--- config.mk ---
export PLATFORM = sky130hd
export DESIGN_NAME = tqvp_sprite_frame_sched
export DESIGN_NICKNAME = d
export VERILOG_FILES = /design/src/rtl/tqvp_sprite_frame_sched.sv
export SDC_FILE = /design/constraint.sdc
export NUM_CORES = 1
export LEC_CHECK = 0
export ABC_CLOCK_PERIOD_IN_PS = 3700
export CORE_ASPECT_RATIO = 1.4
export CORE_MARGIN = 5
export CORE_UTILIZATION = 55
export DETAILED_ROUTE_END_ITERATION = 16
export PLACE_DENSITY_LB_ADDON = 0.3
export SLEW_MARGIN = 20
export SYNTH_ARGS = -nofsm -noshare
export SYNTH_HDL_FRONTEND = slang
export SYNTH_SLANG_ARGS = --single-unit
--- constraint.sdc ---
create_clock -name clk -period 3.7 [get_ports clk]
set_clock_uncertainty 0.1 [all_clocks]
set_input_delay 0.74 -clock clk [delete_from_list [all_inputs] [get_ports clk]]
set_output_delay 0.74 -clock clk [all_outputs]
set_load 0.02 [all_outputs]
--- src/rtl/tqvp_sprite_frame_sched.sv ---
// Sprite-engine frame scheduler: XGA raster counters, sync/visible strobes,
// vblank-aligned shadow-to-live commit sequencing and the frame interrupt.
module tqvp_sprite_frame_sched #(
    parameter int H_VISIBLE = 1024,
    parameter int H_FP      = 24,
    parameter int H_SYNC    = 136,
    parameter int H_BP      = 160,
    parameter int V_VISIBLE = 768,
    parameter int V_FP      = 3,
    parameter int V_SYNC    = 6,
    parameter int V_BP      = 29,
    parameter bit SYNC_POL  = 1'b0
) (
    input  logic        clk,
    input  logic        rst,
    input  logic        en_i,
    input  logic        irq_en_i,
    input  logic        irq_clr_i,
    input  logic        commit_req_i,
    output logic [10:0] h_cnt_o,
    output logic [9:0]  v_cnt_o,
    output logic        hsync_o,
    output logic        vsync_o,
    output logic        visible_o,
    output logic        line_stb_o,
    output logic        vblank_stb_o,
    output logic        commit_stb_o,
    output logic        commit_pending_o,
    output logic [7:0]  frame_cnt_o,
    output logic        irq_o
);

    localparam int H_TOTAL = H_VISIBLE + H_FP + H_SYNC + H_BP;
    localparam int V_TOTAL = V_VISIBLE + V_FP + V_SYNC + V_BP;

    localparam logic [10:0] H_LAST   = 11'(H_TOTAL - 1);
    localparam logic [10:0] H_VIS    = 11'(H_VISIBLE);
    localparam logic [10:0] HS_START = 11'(H_VISIBLE + H_FP);
    localparam logic [10:0] HS_END   = 11'(H_VISIBLE + H_FP + H_SYNC);
    localparam logic [9:0]  V_LAST   = 10'(V_TOTAL - 1);
    localparam logic [9:0]  V_VIS    = 10'(V_VISIBLE);
    localparam logic [9:0]  VS_START = 10'(V_VISIBLE + V_FP);
    localparam logic [9:0]  VS_END   = 10'(V_VISIBLE + V_FP + V_SYNC);

    typedef enum logic [1:0] {S_IDLE, S_PENDING, S_COMMIT} state_t;

    logic [10:0] h_q, h_d;
    logic [9:0]  v_q, v_d;
    logic [7:0]  frame_q, frame_d;
    logic        vblank_evt;
    logic        visible_q, hsync_q, vsync_q, line_stb_q, vblank_stb_q, irq_q, en_q;
    logic        commit_stb_q, pending_q;
    state_t      state_q;

    always_comb begin
        vblank_evt = (h_q == 11'd0) && (v_q == V_VIS);
        h_d        = h_q + 11'd1;
        v_d        = v_q;
        frame_d    = frame_q;
        if (!en_i) begin
            h_d = 11'd0;
            v_d = 10'd0;
        end else if (h_q == H_LAST) begin
            h_d = 11'd0;
            if (v_q == V_LAST) begin
                v_d     = 10'd0;
                frame_d = frame_q + 8'd1;
            end else begin
                v_d = v_q + 10'd1;
            end
        end
    end

    always_ff @(posedge clk or posedge rst) begin
        if (rst) begin
            h_q          <= 11'd0;
            v_q          <= 10'd0;
            frame_q      <= 8'd0;
            visible_q    <= 1'b0;
            hsync_q      <= ~SYNC_POL;
            vsync_q      <= ~SYNC_POL;
            line_stb_q   <= 1'b0;
            vblank_stb_q <= 1'b0;
            irq_q        <= 1'b0;
            en_q         <= 1'b0;
        end else begin
            h_q          <= h_d;
            v_q          <= v_d;
            frame_q      <= frame_d;
            en_q         <= en_i;
            visible_q    <= en_i && (h_q < H_VIS) && (v_q < V_VIS);
            hsync_q      <= (en_i && h_q >= HS_START && h_q < HS_END) ? SYNC_POL : ~SYNC_POL;
            vsync_q      <= (en_i && v_q >= VS_START && v_q < VS_END) ? SYNC_POL : ~SYNC_POL;
            // Counters park at 0 while disabled; gate so idle time is not counted as lines.
            line_stb_q   <= en_i && (h_q == 11'd0);
            vblank_stb_q <= vblank_evt;
            if (vblank_evt && irq_en_i) begin
                irq_q <= 1'b1;
            end else if (irq_clr_i) begin
                irq_q <= 1'b0;
            end
        end
    end

    // The disable path looks at the registered enable, so a falling en lands
    // its commit one clock later than a vblank-triggered commit.
    always_ff @(posedge clk or posedge rst) begin
        if (rst) begin
            state_q      <= S_IDLE;
            commit_stb_q <= 1'b0;
            pending_q    <= 1'b0;
        end else begin
            case (state_q)
                S_IDLE: begin
                    commit_stb_q <= 1'b0;
                    if (commit_req_i) begin
                        state_q   <= S_PENDING;
                        pending_q <= 1'b1;
                    end
                end
                S_PENDING: begin
                    if (vblank_evt || !en_q) begin
                        state_q      <= S_COMMIT;
                        commit_stb_q <= 1'b1;
                        pending_q    <= 1'b0;
                    end
                end
                S_COMMIT: begin
                    commit_stb_q <= 1'b0;
                    if (commit_req_i) begin
                        state_q   <= S_PENDING;
                        pending_q <= 1'b1;
                    end else begin
                        state_q <= S_IDLE;
                    end
                end
                default: begin
                    state_q      <= S_IDLE;
                    commit_stb_q <= 1'b0;
                    pending_q    <= 1'b0;
                end
            endcase
        end
    end

    assign h_cnt_o          = h_q;
    assign v_cnt_o          = v_q;
    assign frame_cnt_o      = frame_q;
    assign hsync_o          = hsync_q;
    assign vsync_o          = vsync_q;
    assign visible_o        = visible_q;
    assign line_stb_o       = line_stb_q;
    assign vblank_stb_o     = vblank_stb_q;
    assign commit_stb_o     = commit_stb_q;
    assign commit_pending_o = pending_q;
    assign irq_o            = irq_q;

endmodule

Word-level counts from Yosys, hierarchy flattened. Cells that the tools add are included.

Flip-flop bits (word level): 40. Input bits: 6. Output and inout port bits: 37. Logic and storage cells: 67.

Add/sub/neg operators: 3. $lt $le $gt $ge: 6. Equality and inequality tests: 9. Mux-type cells: 18. Reduce and logical (&&, ||, !) cells: 18.

Operators by type and width (number): $mux 10 (3); $lt 11x11->1 const B (2); $mux 11 (2); $eq 10x10->1 const B (2); $lt 10x10->1 const B (2); $add 11x1->11 const B (1); $eq 11x11->1 const B (1); $ge 11x11->1 const B (1); $logic_not 11->1 (1); $add 10x1->10 const B (1); $ge 10x10->1 const B (1); $logic_and 1x1->1 (9); $mux 1 (9); $add 8x1->8 const B (1); $pmux 2 s3 (1); $mux 2 (2); $ne 2x1->1 const B (2); $ne 2x2->1 const B (2); $reduce_and 2->1 (2); $reduce_and 3->1 (1); $eq 2x1->1 const B (1); $eq 2x2->1 const B (1); $logic_not 2->1 (1); $pmux 1 s2 (1); 4 further kinds (4).

Longest topological paths before layout.
Depth after elaboration: 5. Depth in mapped cells: 7. Gate-level depth less buffers: 6.

Worst setup path before layout. Ideal clock, no wire load.

Path kind: register to register. From: register h_q[0] (netlist: h_cnt_o[0]). To: register v_q[5] (netlist: v_cnt_o[5]). Library setup time: 0.143 ns. Data arrival time: 1.800 ns. Required time: 3.457 ns. Path slack: 1.658 ns. Cell stages (with the launch flop): 7. Buffers on the path: 1. Clock period less this slack: 2.042 ns. Cells stage by stage: dfrtp_1 > ha_1 > nand4_2 > or2_2 > o31ai_1 > buf_4 > a31oi_1.

Cells in the longest elaborated chain, start to end: 2.

RTL lines: from (decl) (RTL line 47) `logic [10:0] h_q, h_d;`; from (signal assigned) (RTL line 76) `h_q <= 11'd0;`; from (signal assigned) (RTL line 87) `h_q <= h_d;`; $eq 11x11->1 (RTL line 63) `end else if (h_q == H_LAST) begin`; $ne 2x1->1 (no line); to (signal assigned) (RTL line 88) `v_q <= v_d;`; to (decl) (RTL line 48) `logic [9:0] v_q, v_d;`.

Every way passes these cells. A chain may end at the register's enable or synchronous reset.

Final worst setup path.
From: input port en_i. To: register v_q[7] (netlist: v_cnt_o[7]).

Cells in the longest elaborated chain, start to end: 1. Elaborated cells on any way between the ends: 2. Classes of those cells: eq/ne: 1; mux: 1.

RTL lines: from (decl) (RTL line 16) `input logic en_i,`; $ne 2x1->1 (no line) / $mux 10 (equally long branches).

Parallel ways exist; a longest one is shown, timed or not.

==> impl_metrics.yaml <==
pwr:
  cellLeakagePower_uw: 0.00111
  ir_worst_vdd_mv: 0.292
  p_per_area_nw_per_um2: 318
clock_tree:
  clk_pin_slew_ps: 80
  ctsLongestPathBuffers: 2
  cts_resized: 0
  hold_buffers: 0
  post-cts-setup-buffer-count: 0
  clk_latency_ps: 280
  h-tree-depth: 2
  cts-root-buf: "clkbuf_8"
  cts_buffers: 5
  clock-sinks: 40
  cts_tree: "done"
worst_setup_path:
  slowest_delay_ps: 590
  cp.required_ps: 3800
  path_common_cell: "nand2_1"
  startpoint_type: "input port"
  path_class: "input port to register"
  crit_path_end_kind: "register"
  worstPathCellList: "clkdlybuf4s50_1 -> nand2_1 -> nor4_4 -> buf_4 -> nand2_1 -> o211ai_1"
  cp_data_arrival_time_ps: 2500
  cp_slowest_cell: "clkdlybuf4s50_1"
  crit_path_max_fanout: 12
logic_synthesis:
  ys_seq_elements: 40
  synth_top_area_cell: "dfrtp_1"
  synth.cell_area_um2: 2080
  ys_seq_area_share_pct: 48.3
  yosysWarnings: 0
  synthTopCellsByArea: "dfrtp_1, xnor2_1, ha_1"
  synthCells: 204
  synth_top_area_share_pct: 45.8
  syn_area_per_cell_um2: 10.2
  ys_types: 50
  synth_fp_nets: 217
timing:
  finalCritPeriodShare_pct: 64.8
  worst_slack_ps: 1300
  setup_violations: 0
  max_slew_margin_pct: 55.1
  fin_tns_setup_ps: 0
  drv_slew: 0
  worstMarginPinSlew_ps: 668
  timing.final.crit_period_ps: 2400
  fmax_mhz: 417
  rsz0062_at_grt: "no"
  hold_viol_final: 0
finish:
  antenna_cells: 0
  drive_gt1_share_pct: 8.47
  nets: 260
  syn_to_final_growth_pct: 25.0
  stdcell_count: 290
  fin_util_pct: 71.3
detailed_routing:
  vias_per_cell: 5.80
  routed-via-count: 1683
  final_antenna_net_count: 0
  drc: 0
  wl_per_cell_um: 15.1
  first_pass_iters: 4
  totalWireLength_mm: 4.37
  drt-initial-drc-count: 89
floorplanning:
  fp.dieArea_um2: 5130
  start_util_pct: 57.0
  rows: 26
  fp.coreArea_um2: 3640
  dieHeight_um: 82.7
  num_io_pins: 43
  die_x_um: 62.0
place:
  post-place-ws_ps: 1020
  dp_cells: 282
  io_buffers: 42
  place.gp.congestion: 0.789
  dp_hpwl_mm: 3.23
global_route:
  grt_pass1_vias: 1657
  grt-ovfl-total: 0
  grt_use_total_pct: 19.7
  grt_max_degree: 25
  grt_first_pass_wirelength_mm: 7.55
  antenna_found_initial: 0
worst_hold_path:
  hold_class: "register to register"
run:
  cap_viol_max_count: 0
status:
  status: "completed"
-- through the flow --
| stage | instance area (µm²) | total power (µW) | hold slack, ps |
|---|---|---|---|
| detailed placement | 2510 | 542 | 365 |
| global placement | 2510 | 540 | 363 |
| global route | 2600 | 858 | 408 |
| finish | 2600 | 827 | 369 |
| CTS | 2600 | 835 | 376 |
| floorplan | 2080 | 506 | 345 |
-- flip-flops by register name, indices dropped and copies added, names as in the netlist --
signal / flops
h_cnt_o: 11
v_cnt_o: 10
frame_cnt_o: 8
state_q: 2
commit_pending_o: 1
commit_stb_o: 1
en_q: 1
hsync_o: 1
irq_o: 1
line_stb_o: 1
vblank_stb_o: 1
visible_o: 1
vsync_o: 1
-- cells by family (layout without fill, tap and decap cells) --
logic type | count (synthesis) | in the layout | synth area share [%]
multiplexers | 1 | 1 | 0.722
AND/OR/NAND/NOR | 92 | 92 | 25.0
AO/OA/AOI/OAI | 27 | 27 | 9.63
adder cells (fa/ha/maj) | 7 | 7 | 4.21
buffers and inverters | 21 | 65 | 5.36
XOR/XNOR | 16 | 16 | 6.74
flip-flops | 40 | 40 | 48.3
-- power breakdown --
part           leakage (µW)  switching [µW]  internal [µW]  total (µW)
combinational      0.000525            40.0           32.6        72.6
clock             0.0000455             143            152         295
sequential         0.000538            9.71            450         459
-- worst paths after layout --
| check | startpoint | to | slack (ps) | cells past startpoint |
|---|---|---|---|---|
| min in group asynchronous | rst | commit_stb_o | 720 | 2 |
| max reg2reg | h_cnt_o[0] | h_cnt_o[0] | 1340 | 6 |
| max | en_i | v_cnt_o[7] | 1300 | 6 |
| min | frame_cnt_o[7] | frame_cnt_o[7] | 370 | 1 |
| min reg2reg | frame_cnt_o[7] | frame_cnt_o[7] | 370 | 1 |
| max in group asynchronous | rst | h_cnt_o[0] | 2040 | 3 |
-- layout make-up --
| class | count | area [µm²] |
|---|---|---|
| timing repair buffer | 45 | 443 |
| multi-input combinational | 143 | 963 |
| tap | 42 | 52.6 |
| inverter | 12 | 45.0 |
| fill | 289 | 1050 |
| clock buffer | 8 | 90.1 |
| sequential | 40 | 1000 |
-- Yosys cell counts, drive strengths merged --
library cell  count
dfrtp            38
nor2             19
nand3            16
nand2            14
xnor2            13
inv              12
nand4            10
a31oi             7
ha                7
nor3              7
buf               6
and3              5
o21ai             4
a21oi             3
and2              3
and4              3
clkbuf            3
nand3b            3
xor2              3
a221o             2
a22o              2
dfstp             2
nor4              2
or2               2
or3               2
a211oi            1
a41oi             1
and3b             1
and4b             1
and4bb            1
mux2              1
nand2b            1
nor4b             1
o211ai            1
o21a              1
o21bai            1
o22ai             1
o31ai             1
o32ai             1
o41a              1
or3b              1
-- routing by layer --
layer  up-vias  share of wire, %  track usage [%]
li1        807                 -                -
met1       810                42             24.1
met2        62                51             33.4
met3         4               6.4             4.04
met4         0               1.1             7.22
met5         -                 0                0
-- critical path: cells and delay by family --
family	cells	cell delay (ps)
compound gates	1	200
simple gates	3	700
buf+inv	2	850
-- cells in the final DEF (no fill, tap or decap), drive strengths merged, types with 2 or more instances in the layout --
cell type and n:
a221o 2, nor4 2, nand2 14, ha 7, and3 5, o21ai 4, or3 2, or2 2
a22o 2, nor3 7, a31oi 7, and4 3, dfstp 2, nand3b 3, xnor2 13, nand4 10
and2 3, buf 3, nor2 19, xor2 3, dfrtp 38, clkdlybuf4s50 42, a21oi 3, nand3 16
clkbuf 8, inv 12
No activity file was read; power rests on OpenSTA's default activity.
